`src/rtl/latch.sv`:
```
// Clock-synchronous gated D latch with change pulse and saturating change counter.
// Q tracks D on rising clk edges while E is high and holds while E is low; Qb is ~Q.
// Optional build macro LATCH_TRANSPARENT_EN: Q/Qb bypass the register while E is
// high (zero latency). Without it, Q/Qb come straight from the register.
module latch #(
   parameter int               WIDTH     = 1,
   parameter logic [WIDTH-1:0] RESET_VAL = '0,
   parameter int               CNT_W     = 8
) (
   input  logic             clk,
   input  logic             rst,
   input  logic [WIDTH-1:0] D,
   input  logic             E,
   output logic [WIDTH-1:0] Q,
   output logic [WIDTH-1:0] Qb,
   output logic             chg,
   output logic [CNT_W-1:0] chg_cnt
);

   localparam logic [CNT_W-1:0] CNT_MAX = {CNT_W{1'b1}};

   logic [WIDTH-1:0] stored;
   logic             capture_new;

   // A capture only counts as a change when the gate is open and D differs from
   // what is held; with E low, D is never examined so unknowns on D stay out.
   always_comb begin
      capture_new = 1'b0;
      if (E && (D != stored)) begin
         capture_new = 1'b1;
      end
   end

   // Storage register, change pulse and saturating change counter; reset wins over E.
   always_ff @(posedge clk) begin
      if (rst) begin
         stored  <= RESET_VAL;
         chg     <= 1'b0;
         chg_cnt <= '0;
      end else begin
         chg <= 1'b0;
         if (capture_new) begin
            stored <= D;
            chg    <= 1'b1;
            if (chg_cnt != CNT_MAX) begin
               chg_cnt <= chg_cnt + CNT_W'(1);
            end
         end
      end
   end

`ifdef LATCH_TRANSPARENT_EN
   // Open gate passes D straight through; Qb shares the same path so it is always ~Q.
   always_comb begin
      Q = stored;
      if (E && !rst) begin
         Q = D;
      end
      Qb = ~Q;
   end
`else
   // Outputs taken directly from the single storage register (glitch-free).
   always_comb begin
      Q  = stored;
      Qb = ~stored;
   end
`endif

endmodule

```
`config.mk`:
```
export PLATFORM = sky130hd
export DESIGN_NAME = latch
export DESIGN_NICKNAME = d
export VERILOG_FILES = /design/src/rtl/latch.sv
export SDC_FILE = /design/constraint.sdc
export NUM_CORES = 1
export LEC_CHECK = 0
export ABC_AREA = 1
export CORE_AREA = 4 4 41 43
export DETAILED_ROUTE_END_ITERATION = 7
export DIE_AREA = 0 0 45 47
export PLACE_DENSITY_LB_ADDON = 0.2
export SYNTH_ARGS = -nofsm -noshare
export SYNTH_HDL_FRONTEND = slang
export SYNTH_SLANG_ARGS = --single-unit
```
`constraint.sdc`:
```
create_clock -name clk -period 2.15 [get_ports clk]
set_input_delay 0.215 -clock clk [delete_from_list [all_inputs] [get_ports clk]]
set_output_delay 0.215 -clock clk [all_outputs]
set_load 0.05 [all_outputs]
```
==> results of run 1 <==
worst min-delay path by stage:
stage / from / to / slack [ns] / cells past startpoint
final: chg_cnt[1] / chg_cnt[1] / 0.54 / 2
after global routing: chg_cnt[1] / chg_cnt[1] / 0.57 / 2
after CTS: chg_cnt[1] / chg_cnt[1] / 0.54 / 2
after detailed placement: chg_cnt[1] / chg_cnt[1] / 0.53 / 2
after global placement: chg_cnt[1] / chg_cnt[1] / 0.51 / 2
after floorplan: rst / chg_cnt[2] / 0.28 / 1
report_power, final:
| group | switching [mW] | internal, mW | leakage [nW] |
|---|---|---|---|
| registers | 0.00489 | 0.191 | 0.0812 |
| logic | 0.0476 | 0.0254 | 0.215 |
| clock network | 0.0702 | 0.103 | 0.0210 |
| total | 0.123 | 0.319 | 0.318 |
logic make-up (layout without fill, tap and decap cells):
| group | after synthesis | in the layout | synth area share [%] |
|---|---|---|---|
| compound gates | 5 | 5 | 5.22 |
| xor+xnor | 1 | 1 | 1.59 |
| fa+ha+maj | 1 | 1 | 2.27 |
| buf+inv | 12 | 30 | 8.16 |
| flops | 10 | 10 | 36.3 |
| simple gates | 53 | 53 | 46.5 |
metal layers:
metal,vias up,routed length (um),GRT usage (%)
met5,-,0,0
met4,0,9,8.77
met3,2,61,4.60
met2,10,582,22.6
met1,251,581,18.3
li1,289,-,-
area by class of cell:
| type | count | area [um2] | share of cell area, % |
|---|---|---|---|
| sequential | 10 | 200 | 26.8 |
| multi-input combinational | 60 | 307 | 41.0 |
| tap | 15 | 18.8 | 2.51 |
| inverter | 12 | 45.0 | 6.03 |
| clock buffer | 4 | 36.3 | 4.86 |
| timing repair buffer | 14 | 140 | 18.8 |
cell usage in the layout (no fill, tap or decap):
master and n:
inv_1 11, nor3_1 3, nand2_4 1, o21ai_0 2, nand3_1 8, clkdlybuf4s50_1 14, nand2_1 16, nor2_2 5
xor2_1 1, a21oi_1 2, dfxtp_1 10, nor2_8 1, a21oi_2 1, nor2_1 16, ha_1 1, nand2_2 3
clkbuf_4 3, inv_2 1, clkbuf_8 1
registers in the layout, summed over array words and instances (netlist names):
name / cells
chg_cnt: 8
Q: 1
chg: 1
==> qor.yml, run 1 <==
critPathBufInv: 1
cts_sinks: 10
path_class: "register to primary output"
hold_violations: 0
postCtsSetupRepairBufs: 0
fin_ws_ns: 0.411
antenna_cells: 0
endpoint_kind: "primary output"
power_mw: 0.442
slew_viol_final: 0
grt_pass1_wl_um: 2190
drive_gt1_share_pct: 16.0
fin_nets: 106
cts_htree_levels: 1
tightestPinTransition_ns: 0.501
antenna_found_initial: 0
cp_data_required_time_ns: 1.93
outcome: "finished, final reports clean"
holdBufCountCts: 0
fill_cells: 144
yosysTopAreaCell: "dfxtp_1"
portBuffers: 14
die_area_um2: 2120
cts_tree: "yes"
routedWlPerCell_um: 10.7
num_vias: 552
cp_cell_sequence: "clkdlybuf4s50_1"
antenna_left: 0
synth_edf_count: 0
grt_pass1_vias: 524
synthArstFlopShare_pct: 0
synth_cell_types: 16
cp_max_fo: 5
powerDensity_nw_per_um2: 591
crit_slowest_cell: "clkdlybuf4s50_1"
clockBufferDepth: 2
post-place-ws_ns: 0.655
setup_tns_ns: 0
viasPerCell: 4.80
clockRootBuffer: "clkbuf_4"
netlist_top_cells_count: "nand2_1, nor2_1, inv_1, dfxtp_1, nand3_1"
endpoint: "chg_cnt[2]"
io_pins: 15
crit_path_max_incr_delay_ns: 0.84
crit_arrival_ns: 1.52
post_dp_cell_area_um2: 711
area.growth.synth_to_final_pct: 35.4
firstDrtPassIters: 4
synth_top_area_share_pct: 36.3
final_cells: 115
maxSlewHeadroom_pct: 66.5
grt_max_degree: 11
cts_resized: 0
ys_seq_elements: 10
drv_cap: 0
initial_core_util_pct: 42.4
drc: 0
rows: 13
place_inst: 111
post-route-util_pct: 57.4
ir_drop_uv: 278
path_depth: 1
drt_iter0_markers: 6
die_h_um: 47
synth_ff_type: "dfxtp_1"
critPathLaunch: "chg_cnt[2]"
p_leak_nw: 0.318
synth_area_per_cell_um2: 6.73
setup_violations: 0
grt_use_total_pct: 14.8
regToRegEndpoint: "chg_cnt[3]"
grt_overflow: 0
rsz0062_at_grt: "no"
period_share_pct: 80.9
synth.net_count: 87
final_area_um2: 747
fin_worst_skew_ns: 0.00154
whs_ns: 0.537
reg2reg_from: "chg_cnt[0]"
wl_um: 1240
insertion_delay_ns: 0.27
min_period_ns: 1.74
synth-seq-area-share_pct: 36.3
die_x_um: 45
fmax_ghz: 0.575
syn_inst: 82
hpwl_um: 928
cts_made_buffers: 3
fp.coreArea_um2: 1300
globalplace.congestion: 0.796
ys_top_cells_by_area: "dfxtp_1, nand2_1, nor2_1, inv_1, nand3_1"
reg2reg_depth: 8
clk_pin_slew_worst_paths_ns: 0.07
yosysWarnings: 0
worstSetupStartpointType: "register"
cp_top_family: "buffers and inverters"
syn_area_um2: 552
r2r_setup_slack_ns: 0.81
hold_class: "register to register"
(Power assumes the default switching activity.)
==> run 2: changes to the inputs <==
--- a/config.mk
+++ b/config.mk
@@ -6,9 +6,9 @@
 export NUM_CORES = 1
 export LEC_CHECK = 0
 export ABC_AREA = 1
-export CORE_AREA = 4 4 41 43
+export CORE_AREA = 4 4 43 45
 export DETAILED_ROUTE_END_ITERATION = 7
-export DIE_AREA = 0 0 45 47
+export DIE_AREA = 0 0 47 49
 export PLACE_DENSITY_LB_ADDON = 0.2
 export SYNTH_ARGS = -nofsm -noshare
 export SYNTH_HDL_FRONTEND = slang
==> constraint.sdc (replaced) <==
create_clock -name clk -period 1.5 [get_ports clk]
set_input_delay 0.15 -clock clk [delete_from_list [all_inputs] [get_ports clk]]
set_output_delay 0.15 -clock clk [all_outputs]
set_load 0.05 [all_outputs]
==> run 2 against run 1 <==
Against the previous run: utilization fell by 7.4 points; final cell count rose by 0.87%; clock skew fell by 0.0011 ns; routed wire length fell by 1.1%; first-iteration DRC count rose to 3.8 times the previous value; critical path type is now register to register.
==> qor.yml, run 2 (synthesis results as in run 1) <==
cts_htree_levels: 1  # unchanged
die_x_um: 47  # +4.4%
grt_pass1_vias: 494  # -5.7%
clk_pin_slew_worst_paths_ns: 0.07  # about the same
critPathLaunch: "chg_cnt[0]"
tightestPinTransition_ns: 0.291  # -0.211 ns
fin_nets: 106  # unchanged
slew_viol_final: 0  # unchanged
viasPerCell: 4.63  # -3.6%
crit_arrival_ns: 1.45  # -0.07 ns
clockBufferDepth: 2  # unchanged
powerDensity_nw_per_um2: 865  # +46%
fmax_ghz: 0.781
holdBufCountCts: 0  # unchanged
globalplace.congestion: 0.741  # -6.9%
fp.coreArea_um2: 1470  # +13%
grt_overflow: 0  # unchanged
grt_use_total_pct: 12.0  # -2.8 points
power_mw: 0.636  # +44%
path_class: "register to register"
cp_data_required_time_ns: 1.67  # -0.26 ns
hpwl_um: 904  # -2.6%
hold_violations: 0  # unchanged
area.growth.synth_to_final_pct: 33.3
grtUsageMet3_pct: 3.69  # -0.91 points
drt_iter0_markers: 23  # +17
endpoint_kind: "register"
grt-busiest-layer: "met2"
endpoint: "chg_cnt[4]"
hold_class: "input port to register"
reg2reg_from: "chg_cnt[0]"
clockRootBuffer: "clkbuf_4"
routedWlPerCell_um: 10.5  # -2.0%
cts_made_buffers: 3  # unchanged
cts_sinks: 10  # unchanged
cp_max_fo: 6  # +1
drv_cap: 0  # unchanged
ir_drop_uv: 472  # +70%
insertion_delay_ns: 0.27  # about the same
portBuffers: 14  # unchanged
die_area_um2: 2300  # +8.9%
cts_tree: "yes"
fill_cells: 150  # +4.2%
gr-usage-met1_pct: 14.9  # -3.4 points
setup_violations: 0  # unchanged
initial_core_util_pct: 37.5  # -4.9 points
postCtsSetupRepairBufs: 0  # unchanged
met2_usage_pct: 17.6  # -5.0 points
antenna_left: 0  # unchanged
antenna_found_initial: 0  # unchanged
maxSlewHeadroom_pct: 80.6  # +14 points
num_vias: 537  # -2.7%
largest_reg_flops: 8  # unchanged
r2r_setup_slack_ns: 0.22  # -0.59 ns
period_share_pct: 85.4
grt_max_degree: 11  # unchanged
drc: 0  # unchanged
rows: 14  # +1
drive_gt1_share_pct: 29.0  # +13 points
rsz0062_at_grt: "no"
firstDrtPassIters: 4  # unchanged
outcome: "finished, final reports clean"
reg2reg_depth: 8  # unchanged
die_h_um: 49  # +4.3%
cts_resized: 0  # unchanged
final_cell_mix: "nand2_1, nor2_1, inv_1"
wl_um: 1220  # -1.1%
worstSetupStartpointType: "register"
fin_worst_skew_ns: 0.000461  # -0.00108 ns
min_period_ns: 1.28
p_leak_nw: 0.340  # +7.1%
io_pins: 15  # unchanged
antenna_cells: 0  # unchanged
setup_tns_ns: 0  # unchanged
top_register: "chg_cnt"
regToRegEndpoint: "chg_cnt[4]"
grt_pass1_wl_um: 2030  # -7.3%
run 2: cell count changes in the layout (fill, tap and decap cells not counted), sizes merged:
cell	delta
buf	+11
clkdlybuf4s50	-11
run 2: how the worst min path moves through the flow:
stage / from / to / slack [ns] / cells past startpoint
floorplan: rst / chg_cnt[2] / 0.21 / 1
detailed placement: chg_cnt[1] / chg_cnt[1] / 0.50 / 2
global route: rst / chg_cnt[2] / 0.53 / 2
CTS: rst / Q / 0.50 / 2
global placement: chg_cnt[1] / chg_cnt[1] / 0.49 / 2
finish: rst / chg_cnt[2] / 0.50 / 2
run 2: metal layers:
| metal | wire length, um | vias up |
|---|---|---|
| met5 | 0 | - |
| met3 | 104 | 4 |
| li1 | - | 289 |
| met1 | 504 | 228 |
| met2 | 588 | 16 |
| met4 | 23 | 0 |
run 2: worst max-delay path, stage by stage (launching register included):
cell	delay (ns)
dfxtp_2	0.36
ha_1	0.19
inv_1	0.07
nor2_2	0.15
nand2_2	0.13
nand3_1	0.12
nand2_1	0.06
nand2_1	0.07
nor2_2	0.03
run 2: final cells by class:
type | instances | area [um2] | area share [%]
repair buffers | 14 | 125 | 17.0
inverters | 12 | 45.0 | 6.12
multi-input cells | 60 | 307 | 41.7
well taps | 16 | 20.0 | 2.72
clock buffers | 4 | 36.3 | 4.93
flip-flops and latches | 10 | 203 | 27.6
run 2: metrics by stage:
| step | setup slack, ns | util (%) | cell area [um2] | instances | hold slack [ns] |
|---|---|---|---|---|---|
| 2_1_floorplan | 0.106 | - | 554 | 82 | 0.212 |
| 3_3_place_gp | 0.107 | 47.5 | 699 | 112 | 0.492 |
| 3_5_place_dp | 0.103 | 47.5 | 699 | 112 | 0.505 |
| 4_1_cts | 0.206 | 50.0 | 736 | 116 | 0.505 |
| 5_1_grt | 0.0885 | 50.0 | 736 | 116 | 0.534 |
| 6_report | 0.219 | 50.0 | 736 | 116 | 0.503 |
run 2: where the power goes:
part           total (mW)  internal, mW  switching [mW]  leakage [nW]
sequential          0.282         0.274         0.00747        0.0819
clock               0.253         0.148           0.105        0.0210
combinational       0.102        0.0343          0.0675         0.237
total               0.636         0.456           0.180         0.340
==> run 3: changes to the inputs <==
--- a/config.mk
+++ b/config.mk
@@ -9,6 +9,7 @@
 export CORE_AREA = 4 4 43 45
 export DETAILED_ROUTE_END_ITERATION = 7
 export DIE_AREA = 0 0 47 49
+export GPL_TIMING_DRIVEN = 0
 export PLACE_DENSITY_LB_ADDON = 0.2
 export SYNTH_ARGS = -nofsm -noshare
 export SYNTH_HDL_FRONTEND = slang
==> run 3 against run 2 <==
Against the previous run: design area is 0.17% higher; global-route usage is 0.77 points lower; utilization is 0.085 points higher.
==> qor.yml, run 3 (synthesis results as in run 1) <==
outcome: "finished, final reports clean"
clockBufferDepth: 2  # unchanged
grt_pass1_vias: 437  # -12%
hpwl_um: 903  # -0.21%
crit_path_max_incr_delay_ns: 0.55  # +0.19 ns
crit_arrival_ns: 1.24  # -0.21 ns
hold_violations: 0  # unchanged
globalplace.congestion: 0.714  # -3.7%
cts_resized: 11  # +11
drv_cap: 0  # unchanged
largest_reg_flops: 8  # unchanged
viasPerCell: 4.66  # +0.74%
worstSetupStartpointType: "register"
cp_cell_sequence: "dlygate4sd2_1"
clockRootBuffer: "clkbuf_4"
antenna_cells: 0  # unchanged
cts_sinks: 10  # unchanged
die_area_um2: 2300  # unchanged
cts_tree: "yes"
initial_core_util_pct: 37.5  # unchanged
crit_slowest_cell: "dlygate4sd2_1"
cts_htree_levels: 1  # unchanged
slew_viol_final: 0  # unchanged
endpoint_kind: "primary output"
routedWlPerCell_um: 10.1  # -3.8%
rsz0062_at_grt: "no"
whs_ns: 0.502  # -0.00129 ns
cts_made_buffers: 3  # unchanged
path_class: "register to primary output"
critPathLaunch: "chg_cnt[2]"
clk_pin_slew_worst_paths_ns: 0.07  # about the same
grt_overflow: 0  # unchanged
min_period_ns: 1.39  # +0.112 ns
insertion_delay_ns: 0.27  # about the same
cp_max_fo: 5  # -1
reg2reg_from: "chg_cnt[0]"
num_vias: 541  # +0.74%
holdBufCountCts: 0  # unchanged
ir_drop_uv: 471  # -0.28%
die_h_um: 49  # unchanged
antenna_found_initial: 0  # unchanged
fp.coreArea_um2: 1470  # unchanged
portBuffers: 14  # unchanged
grt_use_total_pct: 11.3  # -0.77 points
tightestPinTransition_ns: 0.491  # +0.201 ns
area.growth.synth_to_final_pct: 33.6
final_cell_mix: "nand2_1, nor2_1, inv_1, dlygate4sd2_1"
critPathBufInv: 1  # unchanged
regArea_um2: 203  # unchanged
maxSlewHeadroom_pct: 67.4  # -13 points
drive_gt1_share_pct: 18.0  # -11 points
rows: 14  # unchanged
p_leak_nw: 0.362  # +6.2%
io_pins: 15  # unchanged
cp_top_family: "buffers and inverters"
grt_max_degree: 11  # unchanged
die_x_um: 47  # unchanged
grt_pass1_wl_um: 1860  # -8.1%
top_register: "chg_cnt"
period_share_pct: 92.9  # +7.5 points
setup_tns_ns: 0  # unchanged
setup_violations: 0  # unchanged
powerDensity_nw_per_um2: 849  # -1.8%
cp_data_required_time_ns: 1.35  # -0.32 ns
firstDrtPassIters: 5  # +1
fin_worst_skew_ns: 0.00669  # +0.00622 ns
drt_iter0_markers: 12  # -48%
fill_cells: 157  # +4.7%
antenna_left: 0  # unchanged
worstHoldStart: "rst"
drc: 0  # unchanged
wl_um: 1180  # -3.8%
postCtsSetupRepairBufs: 0  # unchanged
fin_nets: 106  # unchanged
multi_input_area_um2: 307  # unchanged
hold_class: "input port to register"
fmax_ghz: 0.718  # -8.0%
run 3: cell count changes in the layout (fill, tap and decap cells not counted), sizes merged:
cell / change
buf: -11
dlygate4sd2: +11
run 3: final timing paths:
check	to	slack, ns	cells past startpoint
hold reg to reg	chg_cnt[1]	0.51	2
hold / removal	chg_cnt[2]	0.50	2
setup reg to reg	chg_cnt[4]	0.22	8
setup / recovery	chg_cnt[2]	0.11	1
run 3: routing by layer:
metal  wire length (um)  global-route usage, %
met2                522                   14.0
met5                  0                      0
met4                 24                   8.29
met3                 75                   3.69
met1                553                   15.4
run 3: worst reg2reg max path: cells and delay by family (launching register included):
kind	cells	cell delay [ns]
flip-flops	1	0.36
adder cells (fa/ha/maj)	1	0.19
buffers and inverters	1	0.07
AND/OR/NAND/NOR	6	0.55
run 3: area by class of cell:
class                   instances  area share (%)
clock buffers                   4            4.92
inverters                      12            6.11
multi-input cells              60            41.6
flip-flops and latches         10            27.5
well taps                      16            2.72
repair buffers                 14            17.1
run 3: metrics by stage:
stage	power [mW]	utilization, %	cells	setup WS, ns	cell area, um2
final	0.626	50.1	116	0.107	737
after global routing	0.646	50.1	116	0.0576	737
after CTS	0.631	50.1	116	0.103	737
after detailed placement	0.392	48.6	112	0.0904	714
after global placement	0.391	48.6	112	0.0985	714
after floorplan	0.357	-	82	0.106	554
run 3: report_power, final:
group	internal [mW]	switching [mW]
registers	0.274	0.00728
logic	0.0303	0.0669
clock network	0.147	0.0998
